$ cat src/rtl/f1_pkg.sv
// Shared types and helpers for the F1 start-light sequencer.
// Lamp patterns are built at the maximum width and trimmed by the user.
package f1_pkg;

    typedef enum logic [2:0] {
        ST_IDLE,
        ST_FILL,
        ST_HOLD,
        ST_TIMING,
        ST_DONE,
        ST_FAULT
    } f1_state_t;

    localparam int F1_CW_DEFAULT = 16;
    localparam int F1_MAX_LIGHTS = 32;
    localparam int F1_IDX_W      = $clog2(F1_MAX_LIGHTS + 1);
    localparam int F1_PAT_W      = F1_MAX_LIGHTS + 1;

    // idx counts lit lamps; idx==0 means dark in both modes.
    function automatic logic [F1_MAX_LIGHTS-1:0] lamp_pattern(
        input logic [F1_IDX_W-1:0] idx,
        input logic                fill_mode
    );
        logic [F1_PAT_W-1:0] one_hot;
        one_hot = F1_PAT_W'(1) << idx;
        if (idx == '0) begin
            return '0;
        end
        if (fill_mode) begin
            return F1_MAX_LIGHTS'(one_hot - F1_PAT_W'(1));
        end
        return one_hot[F1_MAX_LIGHTS:1];
    endfunction

endpackage

$ cat src/rtl/f1_start_seq_react_timer.sv
// Saturating reaction-time counter; clear has priority over increment.
module f1_react_timer
    import f1_pkg::*;
#(
    parameter int CW = F1_CW_DEFAULT
) (
    input  logic          clk,
    input  logic          rst,
    input  logic          clr,
    input  logic          inc,
    output logic [CW-1:0] count,
    output logic          sat
);

    assign sat = &count;

    always_ff @(posedge clk) begin
        if (rst) begin
            count <= '0;
        end else if (clr) begin
            count <= '0;
        end else if (inc && !sat) begin
            count <= count + CW'(1);
        end
    end

endmodule

$ cat src/rtl/f1_start_seq.sv
// F1 start-light sequencer: lamp fill, random hold, reaction timing and
// jump-start detection around a single state register.
module f1_start_seq
    import f1_pkg::*;
#(
    parameter int N_LIGHTS  = 8,
    parameter int CW        = F1_CW_DEFAULT,
    parameter int FILL_MODE = 1
) (
    input  logic                clk,
    input  logic                rst,
    input  logic                en,
    input  logic                trigger,
    input  logic                react,
    input  logic                delay_done,
    output logic [N_LIGHTS-1:0] data_out,
    output logic                cmd_seq,
    output logic                cmd_delay,
    output logic                busy,
    output logic [CW-1:0]       react_time,
    output logic                react_valid,
    output logic                jump_start
);

    localparam int              IW   = $clog2(N_LIGHTS + 1);
    localparam logic [IW-1:0]   LAST = IW'(N_LIGHTS);

    f1_state_t                  state;
    logic [IW-1:0]              idx;
    logic                       trig_pend;
    logic                       trig_now;
    logic [CW-1:0]              count;
    logic                       count_sat;
    logic                       timer_clr;
    logic                       timer_inc;
    logic [F1_MAX_LIGHTS-1:0]   pattern;

    // A trigger arriving in the same cycle as the starting tick counts.
    assign trig_now  = trig_pend || trigger;
    assign timer_clr = (state == ST_HOLD) && delay_done && !react;
    assign timer_inc = (state == ST_TIMING) && en && !count_sat;

    f1_react_timer #(.CW(CW)) u_timer (
        .clk   (clk),
        .rst   (rst),
        .clr   (timer_clr),
        .inc   (timer_inc),
        .count (count),
        .sat   (count_sat)
    );

    always_ff @(posedge clk) begin
        if (rst) begin
            state       <= ST_IDLE;
            idx         <= '0;
            trig_pend   <= 1'b0;
            cmd_delay   <= 1'b0;
            react_time  <= '0;
            react_valid <= 1'b0;
            jump_start  <= 1'b0;
        end else begin
            cmd_delay   <= 1'b0;
            react_valid <= 1'b0;
            case (state)
                ST_IDLE, ST_DONE, ST_FAULT: begin
                    if (en && trig_now) begin
                        state      <= ST_FILL;
                        idx        <= IW'(1);
                        trig_pend  <= 1'b0;
                        jump_start <= 1'b0;
                    end else if (trigger) begin
                        trig_pend <= 1'b1;
                    end
                end
                ST_FILL: begin
                    if (react) begin
                        state      <= ST_FAULT;
                        jump_start <= 1'b1;
                    end else if (en) begin
                        if (idx == LAST) begin
                            state     <= ST_HOLD;
                            cmd_delay <= 1'b1;
                        end else begin
                            idx <= idx + IW'(1);
                        end
                    end
                end
                ST_HOLD: begin
                    // An early button press beats a simultaneous hold expiry.
                    if (react) begin
                        state      <= ST_FAULT;
                        jump_start <= 1'b1;
                    end else if (delay_done) begin
                        state <= ST_TIMING;
                    end
                end
                ST_TIMING: begin
                    if (react) begin
                        state       <= ST_DONE;
                        react_time  <= count;
                        react_valid <= 1'b1;
                    end
                end
                default: begin
                    state <= ST_IDLE;
                end
            endcase
        end
    end

    // Lamps show only while filling or holding; idx stays at the top in HOLD.
    always_comb begin
        pattern  = lamp_pattern(F1_IDX_W'(idx), FILL_MODE != 0);
        data_out = '0;
        if (state == ST_FILL || state == ST_HOLD) begin
            data_out = pattern[N_LIGHTS-1:0];
        end
    end

    assign busy    = (state == ST_FILL) || (state == ST_HOLD) || (state == ST_TIMING);
    assign cmd_seq = !((state == ST_HOLD) || (state == ST_TIMING));

endmodule

$ cat config.mk
export PLATFORM = sky130hd
export DESIGN_NAME = f1_start_seq
export DESIGN_NICKNAME = d
export VERILOG_FILES = /design/src/rtl/f1_pkg.sv /design/src/rtl/f1_start_seq_react_timer.sv /design/src/rtl/f1_start_seq.sv
export SDC_FILE = /design/constraint.sdc
export NUM_CORES = 1
export LEC_CHECK = 0
export BUFFER_PORTS_ARGS = -buffer_cell sky130_fd_sc_hd__buf_4
export CORE_ASPECT_RATIO = 0.8
export CORE_MARGIN = 3
export CORE_UTILIZATION = 45
export CTS_CLUSTER_DIAMETER = 80
export DETAILED_ROUTE_END_ITERATION = 8
export MAX_ROUTING_LAYER = met4
export PLACE_DENSITY = 0.66
export SYNTH_ARGS = -nofsm -noshare
export SYNTH_HDL_FRONTEND = slang
export SYNTH_SLANG_ARGS = --single-unit
$ cat constraint.sdc
create_clock -name clk -period 5.2 [get_ports clk]
set_input_delay 0.78 -clock clk [delete_from_list [all_inputs] [get_ports clk]]
set_output_delay 0.78 -clock clk [all_outputs]
set_load 0.03 [all_outputs]
==> flow_metrics.env, run 1 <==
export IMPL_synth_cells=283
export IMPL_yosysTopAreaCellShare_pct=38.5
export IMPL_drc=0
export IMPL_relSlewSlack_pct=39.3
export IMPL_finalHoldViolations=0
export IMPL_cts_sinks=43
export IMPL_ir_drop_mv=0.184
export IMPL_route_vias_total=2087
export IMPL_drive_gt1_share_pct=15.8
export IMPL_dpl_cell_area_um2=2510
export IMPL_cts_buffers=5
export IMPL_cts_root_buf="clkbuf_8"
export IMPL_track_usage_pct=18.1
export IMPL_dieArea_um2=5860
export IMPL_cts_hold_buf=0
export IMPL_start_kind="flip-flop"
export IMPL_hpwlAfterDp_um=3740
export IMPL_setup_tns_ps=0
export IMPL_synth_area_leaders="dfxtp_1 (38%), nand2_1 (8.1%), a21oi_1 (7.2%)"
export IMPL_async_flop_share_pct=0
export IMPL_yosys_area_top_type="dfxtp_1"
export IMPL_boundaryPins=35
export IMPL_post_cts_buffers=0
export IMPL_grt_pass1_vias=1777
export IMPL_max_cap_violations=0
export IMPL_tightest_slew_ps=907
export IMPL_cellPowerDensity_nw_per_um2=252
export IMPL_synthXorXnorAreaFrac_pct=1.96
export IMPL_syn_avg_cell_area_um2=7.91
export IMPL_synth_top_family_by_area="simple AND/OR/NAND/NOR gates"
export IMPL_synthAdderAreaFrac_pct=4.47
export IMPL_path_buf_inv=1
export IMPL_post_cts_resized=0
export IMPL_fin_hold_ws_ps=460
export IMPL_worstPathCellList="xor2_1, nor2b_1, nand2_1, nor3_1, buf_4"
export IMPL_period_needed_ps=2840
export IMPL_max_freq_ghz=0.352
export IMPL_hold_path_class="flip-flop to flip-flop"
export IMPL_synth_mux_area_share_pct=0.951
export IMPL_clkLatencyLatePin_ps=300
export IMPL_ys_ff_latch=43
export IMPL_start_util_pct=47.8
export IMPL_netlist_area_um2=2240
export IMPL_cpPeakStageDelay_ps=620
export IMPL_place_port_buffers=34
export IMPL_critPathKind="flip-flop to output pin"
export IMPL_ys_warn_count=0
export IMPL_synth_compound_area_share_pct=21.1
export IMPL_total_power_mw=0.659
export IMPL_postRouteAntennaNets=0
export IMPL_cts_tree="done"
export IMPL_drt_initial_drc_count=109
export IMPL_antenna_found_initial=0
export IMPL_cts_max_level=2
export IMPL_row_count=22
export IMPL_gp_congestion=0.898
export IMPL_status="completed"
export IMPL_final_area_um2=2610
export IMPL_core_area_um2=4680
export IMPL_cpLargestDelayFamily="simple AND/OR/NAND/NOR gates"
export IMPL_p_leak_nw=0.965
export IMPL_rsz0062_at_grt="no"
export IMPL_fin_nets=323
export IMPL_skew_ps=10.5
export IMPL_die_w_um=84.8
export IMPL_crit_path_top_delay_cell="dfxtp_1"
export IMPL_critPathArrivalTime_ps=2060
export IMPL_synthesis_nets=297
export IMPL_finalSetupViolations=0
export IMPL_overflow=0
export IMPL_endpoint_kind="output pin"
export IMPL_finalMaxSlewViolations=0
export IMPL_dominantRegCellSynth="dfxtp_1"
export IMPL_required_ps=4420
export IMPL_grt_pass1_wl_um=8570
export IMPL_grt_max_degree=30
export IMPL_clock_path_buffers=2
export IMPL_seq_area_frac_synth_pct=38.5
export IMPL_dr_pass1_iters=4
export IMPL_clk_transition_reported_paths_ps=90
export IMPL_yosysUniqueCellTypes=46
export IMPL_synth_simple_area_share_pct=28.6
export IMPL_syn2layout_area_growth_pct=16.6
export IMPL_wirelength_um=5130
export IMPL_wl_per_cell_um=13.9
export IMPL_insertedDiodeCount=0
export IMPL_synth_edf_count=0
export IMPL_cp_max_fo=15
export IMPL_die_y_um=69.1
export IMPL_period_share_pct=54.6
export IMPL_avgViaCountPerCell=5.64
synth_stat cells (2+ instances only):
cell type,count
a211oi_1,3
a21o_1,2
a21oi_1,32
a311oi_1,3
a31oi_1,5
and3_1,2
clkbuf_1,16
dfxtp_1,43
ha_1,8
inv_1,10
nand2_1,48
nand2b_1,4
nand3_1,8
nand3b_1,2
nand4_1,6
nor2_1,19
nor2b_1,4
nor3_1,5
nor4_1,2
o211ai_1,3
o21a_1,2
o21ai_0,7
o311ai_0,2
o31ai_1,8
o41ai_1,3
or2_2,3
or3_1,4
or4_1,8
xnor2_1,2
xor2_1,3
worst min-delay path: cells and delay by family, from the launching register on:
family	cells	cell delay, ps
AO/OA/AOI/OAI	1	50
flip-flops	1	320
AND/OR/NAND/NOR	1	50
flip-flops by register name (all words and copies together) (netlist names):
| name | cells |
|---|---|
| react_time | 16 |
| state | 3 |
| idx | 4 |
| cmd_delay | 1 |
| jump_start | 1 |
| trig_pend | 1 |
| react_valid | 1 |
| u_timer.count | 16 |
logic make-up (layout without fill, tap and decap cells):
logic type                 count (synthesis)  count (layout)
DFF                                       43              43
AOI/OAI and AO/OA                         75              75
xor gates and xnor gates                   5               5
adders and majority gates                  8               8
buffers and inverters                     26              53
muxes                                      2               2
and+or+nand+nor                          124             124
through the flow:
step           cells  util (%)  setup slack [ps]
2_1_floorplan    283         -              2540
3_3_place_gp     362      53.7              2750
3_5_place_dp     362      53.7              2690
4_1_cts          370      55.7              2360
5_1_grt          370      55.7              2220
6_report         370      55.7              2360
power breakdown:
group / internal (mW) / switching [mW] / total, mW
Combinational: 0.0348 / 0.0562 / 0.0910
Sequential: 0.335 / 0.0114 / 0.346
Clock: 0.0961 / 0.125 / 0.222
Total: 0.465 / 0.193 / 0.659
layout make-up:
type / count / area, um2
clock buffers: 5 / 68.8
flip-flops and latches: 43 / 861
repair buffers: 35 / 263
fillers: 459 / 2070
well taps: 60 / 75.1
multi-input cells: 214 / 1280
inverters: 10 / 37.5
clock inverters: 3 / 25.0
worst paths after layout:
path	start	cells past startpoint	slack, ps	to
hold / removal	react_time[8]	2	460	react_time[8]
hold reg to reg	react_time[8]	2	460	react_time[8]
setup reg to reg	state[0]	4	2890	u_timer.count[14]
setup / recovery	state[0]	5	2360	data_out[6]
cell usage in the layout, fill, tap and decap left out, types with 3 or more instances in the layout:
cell	instances
a311oi_1	3
dfxtp_1	43
xor2_1	3
nor2b_1	4
or2_2	3
or4_1	8
buf_4	35
nor2_1	19
clkbuf_8	5
a21oi_1	32
nor3_1	5
o31ai_1	8
nand2b_1	4
a211oi_1	3
o41ai_1	3
nand4_1	6
inv_1	10
nand3_1	8
o21ai_0	7
ha_1	8
a31oi_1	5
o211ai_1	3
nand2_1	48
or3_1	4
layer usage:
metal,track usage (%),vias up,wire (um)
met5,-,-,0
met4,5.27,0,55
met3,3.94,5,335
met2,23.0,60,1950
met1,28.1,936,2780
li1,-,1086,-
No activity file was read; power rests on OpenSTA's default activity.
==> inputs of run 2 (changes only) <==
Settings changed: PLACE_DENSITY 0.66 to 0.68.
Clock period 5.2 ns to 2.46 ns, I/O delays scaled along.
==> run 2 against run 1 <==
Against the previous run: non-clock buffer count increased by 6; utilization increased by 1.1 points; register-to-register slack got worse by 2600 ps; largest power group unchanged; via count decreased by 0.62%; highest routed layer unchanged; routed wire length increased by 3.5%; sequential power increased by 110%; die area unchanged.
==> flow_metrics.env, run 2 (synthesis gave the netlist of run 1 again) <==
export IMPL_combPwrFrac_pct=15.7
export IMPL_pre_cts_ws_ps=297
export IMPL_layout_common_cells="nand2_1 (48), dfxtp_1 (42), buf_4 (41)"
export IMPL_finalMaxSlewViolations=0
export IMPL_fin_nets=329
export IMPL_cellPowerDensity_nw_per_um2=532
export IMPL_p_leak_nw=0.993
export IMPL_antenna_found_initial=0
export IMPL_fill_cells=465
export IMPL_start_util_pct=47.8
export IMPL_postRouteAntennaNets=0
export IMPL_tightest_slew_ps=905
export IMPL_fin_hold_ws_ps=364
export IMPL_setup_ws_ps=182
export IMPL_cts_root_buf="clkbuf_8"
export IMPL_setup_tns_ps=0
export IMPL_critPathKind="flip-flop to output pin"
export IMPL_period_share_pct=92.6
export IMPL_post_cts_buffers=0
export IMPL_final_area_um2=2660
export IMPL_cts_sinks=43
export IMPL_cts_tree="done"
export IMPL_grt_pass1_wl_um=8780
export IMPL_endpoint_kind="output pin"
export IMPL_overflow=0
export IMPL_dr_pass1_iters=4
export IMPL_critPathArrivalTime_ps=1910
export IMPL_switching_share_pct=29.6
export IMPL_start_kind="flip-flop"
export IMPL_place_port_buffers=34
export IMPL_syn2layout_area_growth_pct=18.8
export IMPL_worstPathCellList="inv_1, ha_1, nand2_1, ha_1, nand3_1, a311oi_1, nor3_1, buf_4"
export IMPL_cp_max_fo=4
export IMPL_insertedDiodeCount=0
export IMPL_drive_gt1_share_pct=18.4
export IMPL_dpl_cell_area_um2=2560
export IMPL_rsz0062_at_grt="no"
export IMPL_row_count=22
export IMPL_clkPwrFrac_pct=33.5
export IMPL_cpPeakStageDelay_ps=380
export IMPL_hpwlAfterDp_um=3910
export IMPL_p_int_mw=0.997
export IMPL_status="completed"
export IMPL_finalHoldViolations=0
export IMPL_avgViaCountPerCell=5.52
export IMPL_power_switching_mw=0.418
export IMPL_final_util_pct=56.8
export IMPL_ir_drop_mv=0.296
export IMPL_max_freq_ghz=0.439
export IMPL_die_w_um=84.8
export IMPL_cpMostUsedCell="ha_1"
export IMPL_core_area_um2=4680
export IMPL_route_vias_total=2074
export IMPL_dieArea_um2=5860
export IMPL_wirelength_um=5310
export IMPL_hold_path_class="input port to flip-flop"
export IMPL_period_needed_ps=2280
export IMPL_boundaryPins=35
export IMPL_clock_path_buffers=2
export IMPL_gp_congestion=0.871
export IMPL_die_y_um=69.1
export IMPL_wl_per_cell_um=14.1
export IMPL_required_ps=2090
export IMPL_cts_max_level=2
export IMPL_grt_pass1_vias=1734
export IMPL_largestRegisters="react_time x16, u_timer.count x16, idx x4"
export IMPL_crit_path_top_delay_cell="dfxtp_1"
export IMPL_clk_transition_reported_paths_ps=90
export IMPL_cts_hold_buf=0
export IMPL_max_cap_violations=0
export IMPL_cts_buffers=5
export IMPL_layout_commonest_cell="nand2_1"
export IMPL_finalSetupViolations=0
export IMPL_track_usage_pct=18.4
export IMPL_drt_initial_drc_count=128
export IMPL_drc=0
export IMPL_skew_ps=9.61
export IMPL_relSlewSlack_pct=39.5
export IMPL_clkLatencyLatePin_ps=300
export IMPL_pwr_share_seq_pct=50.8
export IMPL_grt_max_degree=30
run 2: changes by cell type in the layout (fill, tap and decap cells not counted), sizes merged:
cell / delta
buf: +6
clkinv: -2
clkinvlp: +1
inv: +1
run 2: per-stage QoR:
| step | instances | power (mW) |
|---|---|---|
| floorplan | 283 | 0.886 |
| global placement | 368 | 0.953 |
| detailed placement | 368 | 0.955 |
| CTS | 376 | 1.42 |
| global route | 376 | 1.48 |
| finish | 376 | 1.42 |
run 2: layout make-up:
cell class	instances	area [um2]	share of cell area (%)
Inverter	10	37.5	1.41
Clock inverter	3	23.8	0.894
Multi-Input combinational cell	214	1280	48.3
Tap cell	60	75.1	2.82
Clock buffer	5	68.8	2.59
Timing Repair Buffer	41	308	11.6
Sequential cell	43	862	32.4
run 2: per-layer routing:
layer | up-vias | routed length (um) | global-route usage (%)
met1 | 925 | 2950 | 30.9
met2 | 51 | 1990 | 21.2
met3 | 6 | 320 | 3.58
met4 | 0 | 50 | 4.75
met5 | - | 0 | -
li1 | 1092 | - | -
run 2: power by group through the flow:
stage                     sequential, mW  clock [mW]  combinational [mW]
after floorplan                    0.736           0               0.149
after global placement             0.734           0               0.219
after detailed placement           0.735           0               0.220
after CTS                          0.718       0.484               0.221
after global routing               0.721       0.507               0.247
final                              0.719       0.474               0.222
run 2: worst max-delay path: cells and delay by family, from the launching register on:
family / cells / cell delay, ps
AOI/OAI and AO/OA: 1 / 270
adders and majority gates: 2 / 440
buffers and inverters: 2 / 270
and+or+nand+nor: 3 / 260
DFF: 1 / 380
run 2: timing repair:
item | in CTS | in global routing
setup endpoints to repair | 0 | 1
gates resized for setup | 0 | 3
hold endpoints to repair | 0 | 0
run 2: path summary, 6_finish.rpt:
path	start	endpoint	slack [ps]	depth (start not counted)
max	idx[1]	data_out[6]	180	8
min	react	jump_start	360	3
max reg2reg	state[1]	u_timer.count[14]	260	4
min reg2reg	react_time[7]	react_time[7]	460	2
